===== src/rtl/sdram_bank.sv =====
// rtl/sdram_bank.sv - single-bank SDRAM model with row buffer, burst read/write and refresh tracking
// Reads and writes touch only the row buffer; the array is updated on PRECHARGE write-back.
module sdram_bank #(
  parameter int DATA_WIDTH       = 8,
  parameter int ADDR_BITS        = 4,
  parameter int BURST_LENGTH     = 4,
  parameter int CAS_LATENCY      = 2,
  parameter int REFRESH_INTERVAL = 64
) (
  input  logic                  clock,
  input  logic                  reset,
  input  logic                  chip_enable_not,
  input  logic                  ras_not,
  input  logic                  cas_not,
  input  logic                  write_not,
  input  logic [ADDR_BITS-1:0]  partial_address_bus,
  input  logic [DATA_WIDTH-1:0] data_in,
  output logic [DATA_WIDTH-1:0] data_out,
  output logic                  data_out_valid,
  output logic                  busy,
  output logic                  refresh_due,
  output logic                  cmd_error
);
  localparam int COLS   = 1 << ADDR_BITS;
  localparam int BEAT_W = $clog2(BURST_LENGTH + 1);
  localparam int CNT_W  = $clog2(REFRESH_INTERVAL + 1);
  localparam logic [BEAT_W-1:0] BURST_LAST = BEAT_W'(BURST_LENGTH - 1);
  localparam logic [BEAT_W-1:0] LAST_BEAT  = BEAT_W'(1);
  localparam logic [CNT_W-1:0]  INTERVAL   = CNT_W'(REFRESH_INTERVAL);
  localparam logic [CNT_W-1:0]  INTERVAL_M1 = CNT_W'(REFRESH_INTERVAL - 1);

  typedef enum logic [2:0] {
    S_IDLE,
    S_ACTIVE,
    S_READ,
    S_WRITE,
    S_REFRESH
  } state_t;

  state_t                state;
  logic [ADDR_BITS-1:0]  open_row;
  logic [ADDR_BITS-1:0]  column;
  logic [ADDR_BITS-1:0]  refresh_row;
  logic [BEAT_W-1:0]     beats_left;
  logic [CNT_W-1:0]      interval_count;

  logic [DATA_WIDTH-1:0] memory     [COLS][COLS];
  logic [DATA_WIDTH-1:0] row_buffer [COLS];
  logic [DATA_WIDTH-1:0] pipe_data  [CAS_LATENCY];
  logic                  pipe_valid [CAS_LATENCY];

  logic [2:0]            cmd_code;
  logic                  cmd_present;
  logic                  cmd_activate;
  logic                  cmd_read;
  logic                  cmd_write;
  logic                  cmd_precharge;
  logic                  cmd_refresh;
  logic                  idle_cmd_ok;
  logic                  active_cmd_ok;
  logic                  cmd_illegal;
  logic                  read_beat;
  logic                  write_beat;
  logic [ADDR_BITS-1:0]  beat_column;

  // 11x on {ras,cas,we} is a NOP even with the chip selected
  always_comb begin
    cmd_code      = {ras_not, cas_not, write_not};
    cmd_present   = !chip_enable_not && (cmd_code[2:1] != 2'b11);
    cmd_activate  = cmd_present && (cmd_code == 3'b011);
    cmd_read      = cmd_present && (cmd_code == 3'b101);
    cmd_write     = cmd_present && (cmd_code == 3'b100);
    cmd_precharge = cmd_present && (cmd_code == 3'b010);
    cmd_refresh   = cmd_present && (cmd_code == 3'b001);
    idle_cmd_ok   = (state == S_IDLE) && (cmd_activate || cmd_refresh);
    active_cmd_ok = (state == S_ACTIVE) && (cmd_read || cmd_write || cmd_precharge);
    cmd_illegal   = cmd_present && !idle_cmd_ok && !active_cmd_ok;
    read_beat     = (state == S_READ) || ((state == S_ACTIVE) && cmd_read);
    write_beat    = (state == S_WRITE) || ((state == S_ACTIVE) && cmd_write);
    beat_column   = (state == S_ACTIVE) ? partial_address_bus : column;
  end

  always_ff @(posedge clock or posedge reset) begin
    if (reset) begin
      state          <= S_IDLE;
      open_row       <= '0;
      column         <= '0;
      refresh_row    <= '0;
      beats_left     <= '0;
      interval_count <= '0;
      busy           <= 1'b0;
      refresh_due    <= 1'b0;
      cmd_error      <= 1'b0;
    end else begin
      cmd_error <= cmd_illegal;
      case (state)
        S_IDLE: begin
          if (cmd_activate) begin
            open_row <= partial_address_bus;
            state    <= S_ACTIVE;
          end else if (cmd_refresh) begin
            // The refreshed row's contents are kept as-is; only the pointer moves.
            refresh_row <= refresh_row + 1'b1;
            state       <= S_REFRESH;
            busy        <= 1'b1;
          end
        end
        S_ACTIVE: begin
          if (cmd_read || cmd_write) begin
            column     <= partial_address_bus + 1'b1;
            beats_left <= BURST_LAST;
            if (BURST_LENGTH > 1) begin
              state <= cmd_read ? S_READ : S_WRITE;
              busy  <= 1'b1;
            end
          end else if (cmd_precharge) begin
            state <= S_IDLE;
          end
        end
        S_READ, S_WRITE: begin
          column     <= column + 1'b1;
          beats_left <= beats_left - 1'b1;
          if (beats_left == LAST_BEAT) begin
            state <= S_ACTIVE;
            busy  <= 1'b0;
          end
        end
        S_REFRESH: begin
          state <= S_IDLE;
          busy  <= 1'b0;
        end
        default: begin
          state <= S_IDLE;
          busy  <= 1'b0;
        end
      endcase

      if (idle_cmd_ok && cmd_refresh) begin
        interval_count <= '0;
        refresh_due    <= 1'b0;
      end else if (interval_count != INTERVAL) begin
        interval_count <= interval_count + 1'b1;
        refresh_due    <= (interval_count == INTERVAL_M1);
      end
    end
  end

  // Beat k enters stage 0 on its burst edge and reaches data_out CAS_LATENCY-1 edges later.
  always_ff @(posedge clock or posedge reset) begin
    if (reset) begin
      for (int i = 0; i < CAS_LATENCY; i++) begin
        pipe_valid[i] <= 1'b0;
        pipe_data[i]  <= '0;
      end
    end else begin
      pipe_valid[0] <= read_beat;
      pipe_data[0]  <= read_beat ? row_buffer[beat_column] : '0;
      for (int i = 1; i < CAS_LATENCY; i++) begin
        pipe_valid[i] <= pipe_valid[i-1];
        pipe_data[i]  <= pipe_data[i-1];
      end
    end
  end

  assign data_out       = pipe_data[CAS_LATENCY-1];
  assign data_out_valid = pipe_valid[CAS_LATENCY-1];

  // Storage is not reset; a reset simply abandons whatever the row buffer held.
  always_ff @(posedge clock) begin
    if (!reset) begin
      if (idle_cmd_ok && cmd_activate) begin
        for (int c = 0; c < COLS; c++) begin
          row_buffer[c] <= memory[partial_address_bus][c];
        end
      end else if (write_beat) begin
        row_buffer[beat_column] <= data_in;
      end
      if (active_cmd_ok && cmd_precharge) begin
        for (int c = 0; c < COLS; c++) begin
          memory[open_row][c] <= row_buffer[c];
        end
      end
    end
  end

endmodule

===== config.mk =====
export PLATFORM = sky130hd
export DESIGN_NAME = sdram_bank
export DESIGN_NICKNAME = d
export VERILOG_FILES = /design/src/rtl/sdram_bank.sv
export SDC_FILE = /design/constraint.sdc
export NUM_CORES = 2
export LEC_CHECK = 0
export ABC_AREA = 1
export BUFFER_PORTS_ARGS = -buffer_cell sky130_fd_sc_hd__buf_2
export CORE_ASPECT_RATIO = 0.75
export CORE_MARGIN = 1
export CORE_UTILIZATION = 53
export CTS_CLUSTER_DIAMETER = 30
export DETAILED_ROUTE_END_ITERATION = 6
export PLACE_DENSITY_LB_ADDON = 0.2
export SLEW_MARGIN = 0
export SYNTH_ARGS = -nofsm -noshare
export SYNTH_HDL_FRONTEND = slang
export SYNTH_SLANG_ARGS = --single-unit

===== constraint.sdc =====
create_clock -name clock -period 9.4 [get_ports clock]
set_input_delay 0.94 -clock clock [delete_from_list [all_inputs] [get_ports clock]]
set_output_delay 0.94 -clock clock [all_outputs]
set_load 0.005 [all_outputs]

==> Word level (Yosys, flattened, before mapping) <==
Memory sizes are Yosys's and may differ from the RTL's.
Cells that the tools add are included.
{ "word_totals": {"register_bits": 42, "latch_bits": 0, "ramBits": 2176, "romBits": 0, "output_inout_bits": 12, "mem_count": 2} }
{ "mem_list": {"columns": ["memory", "words", "width", "rd", "rd_ports_with_merged_regs", "write_ports", "line", "source"], "rows": [
  ["memory", 16, 128, 1, 0, 1, "47", "logic [DATA_WIDTH-1:0] memory [COLS][COLS];"],
  ["row_buffer", 16, 8, 17, 0, 16, "48", "logic [DATA_WIDTH-1:0] row_buffer [COLS];"]
]} }
{ "classes": {"n_addsub": 4, "n_mul": 0, "div_mod_pow": 0, "magnitude_cmp": 0, "n_eq_ne": 18, "shifts": 0, "muxes": 35, "bitwise_logic": 0, "reduce_logical": 32} }
{ "op_table": {"columns": ["op", "n"], "rows": [
  ["$mux 1", 18],
  ["$mux 3", 6],
  ["$mux 8", 2],
  ["$logic_and 1x1->1", 15],
  ["$mux 7", 2],
  ["$eq 3x2->1 const B", 4],
  ["$mux 4", 3],
  ["$eq 3x1->1 const B", 3],
  ["$pmux 3 s3", 1],
  ["$add 4x1->4 const B", 2],
  ["$ne 2x2->1 const B", 4],
  ["$pmux 4 s2", 1],
  ["$reduce_or 8->1", 1],
  ["$add 7x1->7 const B", 1],
  ["$eq 7x6->1 const B", 1],
  ["$ne 7x7->1 const B", 1],
  ["$eq 3x3->1 const B", 2],
  ["$pmux 3 s2", 1],
  ["$logic_or 1x1->1", 5],
  ["$reduce_and 2->1", 2],
  ["$reduce_and 4->1", 1],
  ["$reduce_bool 2->1", 2],
  ["$logic_not 1->1", 3],
  ["$logic_not 3->1", 1],
  ["other kinds (7)", 7]
]} }

==> Depth between registers and ports, before layout <==
{ "depth": {"ltp_word": 11, "mapped_depth": 12, "ltp_nobuf": 12} }

==> Worst setup path before layout <==
No wires, ideal clock.
{ "synth_timing": {"path_type": "input port to flip-flop", "startpoint": "in write_not", "endpoint": "mem memory[0][0] (netlist bit) (enable)", "setup_time_ns": 0.617, "t_arrival_ns": 6.949, "setup_slack_ns": 1.834, "stages": 5, "n_path_buf": 0, "path_cell_list": "inv_1 > nand4_1 > nor3_1 > nand3_1 > nor2_1"} }
{ "synth_between": {"elab_chain_len": 9, "word_cells_on_any_way": 13} }
{ "synth_lines": {"columns": ["item", "line", "source"], "rows": [
  ["from (decl)", "15", "input logic write_not,"],
  ["$eq 3x3->1 (on tied branches)", "71, 72", null],
  ["$logic_and 1x1->1 (on tied branches)", "71, 72", null],
  ["$logic_or 1x1->1 (2 in series)", "76", "active_cmd_ok = (state == S_ACTIVE) && (cmd_read || cmd_write || cmd_precharge);"],
  ["$logic_and 1x1->1", "76", null],
  ["$logic_and 1x1->1 *", "178", "if (active_cmd_ok && cmd_precharge) begin"],
  ["$mux 1 *", "178", null],
  ["$mux 1 *", "170", "if (!reset) begin"],
  ["$mux 1 (implied by the code) *", "180", "memory[open_row][c] <= row_buffer[c];"],
  ["to (decl)", "47", null]
]} }
Mark *: on every way between the ends. The rest lies on a longest branch, timed or not.

==> Worst setup path after layout <==
{ "layout_timing": {"startpoint": "reg state[1]", "endpoint": "mem memory[2][74] (netlist bit) (enable)"} }
{ "layout_between": {"elab_chain_len": 6} }
{ "layout_lines": {"columns": ["item", "line", "source"], "rows": [
  ["from (decl)", "40", "state_t state;"],
  ["from (signal assigned)", "113", "state <= cmd_read ? S_READ : S_WRITE;"],
  ["$eq 3x1->1", "76", null],
  ["$logic_and 1x1->1", "76", null],
  ["$logic_and 1x1->1", "178", null],
  ["$mux 1", "178", null],
  ["$mux 1", "170", null],
  ["$mux 1 (implied by the code)", "180", null]
]} }
Every way passes these cells.

==> impl_metrics.toml <==
[clock_network]
cts_resized = 0
cts.htree.levels = 5
tritoncts = "yes"
cts_sinks = 2218
cts_root_buffer = "clkbuf_16"
path_clk_slew_ps = 50
hold_buffers = 0
cts_buffers = 380
clk_latency_ps = 950
cts_buffer_depth = 4
post_cts_buffers = 0

[route]
detail_route.wl_per_cell_um = 26.0
drt_first_pass_iters = 7
antenna_left = 0
vias = 59362
wl_mm = 251
vias_per_cell = 6.15
drc = 4
first_iter_violations = 8225

[global_routing]
gr-total-overflow = 0
grt_pass1_vias = 56623
track_usage = 0.296
grt_max_degree = 212
grt_pass1_wl_mm = 370
antenna_found_initial = 6

[synth]
synth_cells = 7121
syn_area_per_cell_sq_um = 12.5
synth.distinct_cells = 36
synth_nets = 7144
ys_seq_area_frac = 0.747
syn_area_sq_mm = 0.0889
yosys_register_bits = 2218
yosys_warnings = 0

[timing]
drv_slew = 0
tns_ps = 0
fin_skew_ps = 56.6
max_freq_mhz = 231
slew_headroom = 0.120
grt_setup_unrepaired = "false"
timing.final.crit_share = 0.461
finalHoldViolations = 0
setup_violations = 0
min_period_ps = 4340
worst_pin_slew_ps = 1320

[floorplan]
die_height_um = 357
fp.dieArea_sq_mm = 0.169
initial_core_util = 0.536
io_pins = 30
die_w_um = 475
core_region_area_sq_mm = 0.166
fp-row-count = 129

[power_and_ir_drop]
finalPower_mw = 26.8
powerDensity_mw_per_mm2 = 258
max-vdd-ir-drop_uv = 247
total_leakage_power_nw = 35.4

[setup_path]
worstPathArrival_ps = 4860
critPathMostFrequentCell = "buf_4"
worstPathCellList = "inv_2 > nand3_4 > nor3_1 > nand3_1 > nor2_4 > buf_4 > buf_4"
cp.required_ps = 9930
cp-start-kind = "register"
worst_path_dominant_cell_family = "buffers and inverters"
cpPeakStageDelay_ps = 850
worst-setup-path-type = "reg2reg"
crit_buf_inv = 3
path_max_fanout = 47
critPathCaptureType = "register"
cp_slowest_cell = "buf_4"

[placement]
port-buffer-count = 29
hpwl_mm = 116
place_congestion = 0.834
place_area_sq_mm = 0.0909
dp.cells = 8975

[status]
status = "finished, violations left"
violations = "DRC"

[layout]
finalNonFillerCells = 9658
stdcell_area_sq_mm = 0.104
nNetsFinal = 7153
fin_util = 0.626
layout-drive-gt1-share = 0.107
syn2layout_area_growth_pct = 16.7

[min_path]
hold_path_class = "in2async"

[run]
drv_cap = 0
## kinds of logic (layout without fill, tap and decap cells)
kind of cell / Yosys count / in the layout / share of synthesized area
buffers and inverters: 617 / 925 / 0.0282
XOR/XNOR: 3 / 3 / 0.000296
other: 0 / 2 / 0
adder cells (fa/ha/maj): 5 / 5 / 0.000704
flip-flops: 2218 / 2218 / 0.747
AND/OR/NAND/NOR: 2658 / 2658 / 0.120
AO/OA/AOI/OAI: 1620 / 1620 / 0.104
## worst register-to-register path: cells and delay by family (launching register included)
family,cells,cell delay (ps)
flops,1,400
simple gates,4,1630
buf+inv,3,1850
## through the flow
step | hold WS, ps | setup slack, ps
2_1_floorplan | 331 | 1830
3_3_place_gp | 335 | 4650
3_5_place_dp | 337 | 4600
4_1_cts | 208 | 5040
5_1_grt | 267 | 4960
6_report | 228 | 5060
## layout make-up
class / count / area, sq um
Multi-Input combinational cell: 4286 / 20100
Tap cell: 2227 / 2790
Fill cell: 12304 / 62000
Inverter: 130 / 519
Clock inverter: 261 / 3010
Antenna cell: 2 / 5.00
Sequential cell: 2218 / 66400
Timing Repair Buffer: 114 / 1060
Clock buffer: 420 / 9830
## Yosys cell counts
cell | instances | area, sq um
edfxtp_1 | 2176 | 65300
nor2_1 | 1341 | 5030
o21ai_0 | 1085 | 5430
nand2_1 | 898 | 3370
nand3_1 | 357 | 1790
clkbuf_1 | 319 | 1200
o211ai_1 | 250 | 1880
o22ai_1 | 193 | 1210
inv_1 | 115 | 432
buf_2 | 105 | 526
o221ai_1 | 60 | 526
buf_1 | 48 | 180
dfrtp_1 | 42 | 1050
nand3b_1 | 24 | 180
a21oi_1 | 21 | 105
buf_4 | 15 | 113
inv_2 | 15 | 56.3
nand2_2 | 12 | 75.1
nor2_4 | 11 | 124
ha_1 | 5 | 62.6
nand4_1 | 4 | 25.0
o21ai_1 | 4 | 20.0
nor3_1 | 3 | 15.0
o21ai_2 | 3 | 26.3
nand2_4 | 2 | 22.5
nor2_2 | 2 | 12.5
xnor2_1 | 2 | 17.5
a211oi_1 | 1 | 7.51
a22oi_1 | 1 | 7.51
and3_1 | 1 | 6.26
nand3_4 | 1 | 17.5
nand4_4 | 1 | 21.3
o31ai_1 | 1 | 7.51
o32ai_1 | 1 | 8.76
or2_2 | 1 | 6.26
xor2_1 | 1 | 8.76
## worst paths after layout
kind                              start             to  slack [ps]  depth (start not counted)
max                            state[1]  memory[2][74]        5060                          7
min                               reset      cmd_error         230                          3
max reg2reg                    state[1]  memory[2][74]        5060                          7
min reg2reg                pipe_data[8]    data_out[0]         340                          0
max in group asynchronous         reset  pipe_data[15]        8700                          3
min in group clock         pipe_data[8]    data_out[0]         340                          0
## per-layer routing
layer  global-route usage  up-vias  wire (um)
met5                    0        -          0
met4               0.0936        0       6760
met3               0.0533      479      28900
met2                0.439     3573     111000
met1                0.444    29312     104000
li1                     -    25998          -
## power by group
part,switching [mW],internal (mW)
Sequential,0.122,10.9
Clock,4.80,9.01
Combinational,1.45,0.487
Total,6.37,20.4
## registers in the layout, indices dropped and copies added, names as in the netlist
register        flops
memory           2048
row_buffer        128
data_out            8
pipe_data           8
interval_count      7
column              4
open_row            4
beats_left          3
state               3
busy                1
cmd_error           1
data_out_valid      1
pipe_valid          1
refresh_due         1
## placed cells by master (no fill, tap or decap), types with 4 or more instances in the layout
master	synthesis	layout
o21ai_0	1085	1085
o22ai_1	193	193
buf_12	0	19
buf_2	105	25
dfrtp_1	42	42
nand4_1	4	4
clkinv_2	0	44
inv_6	0	31
o21ai_1	4	4
clkbuf_16	0	388
buf_4	15	66
ha_1	5	5
nand2_2	12	13
inv_2	15	13
inv_8	0	7
inv_1	115	112
clkinv_1	0	39
nor2_1	1341	1325
nor2_4	11	27
o221ai_1	60	60
nand2_1	898	897
clkbuf_1	319	32
clkinvlp_4	0	49
o211ai_1	250	250
nand3b_1	24	24
edfxtp_1	2176	2176
clkinv_4	0	42
bufinv_16	0	53
a21oi_1	21	21
nand3_1	357	357
(Power assumes the default switching activity.)
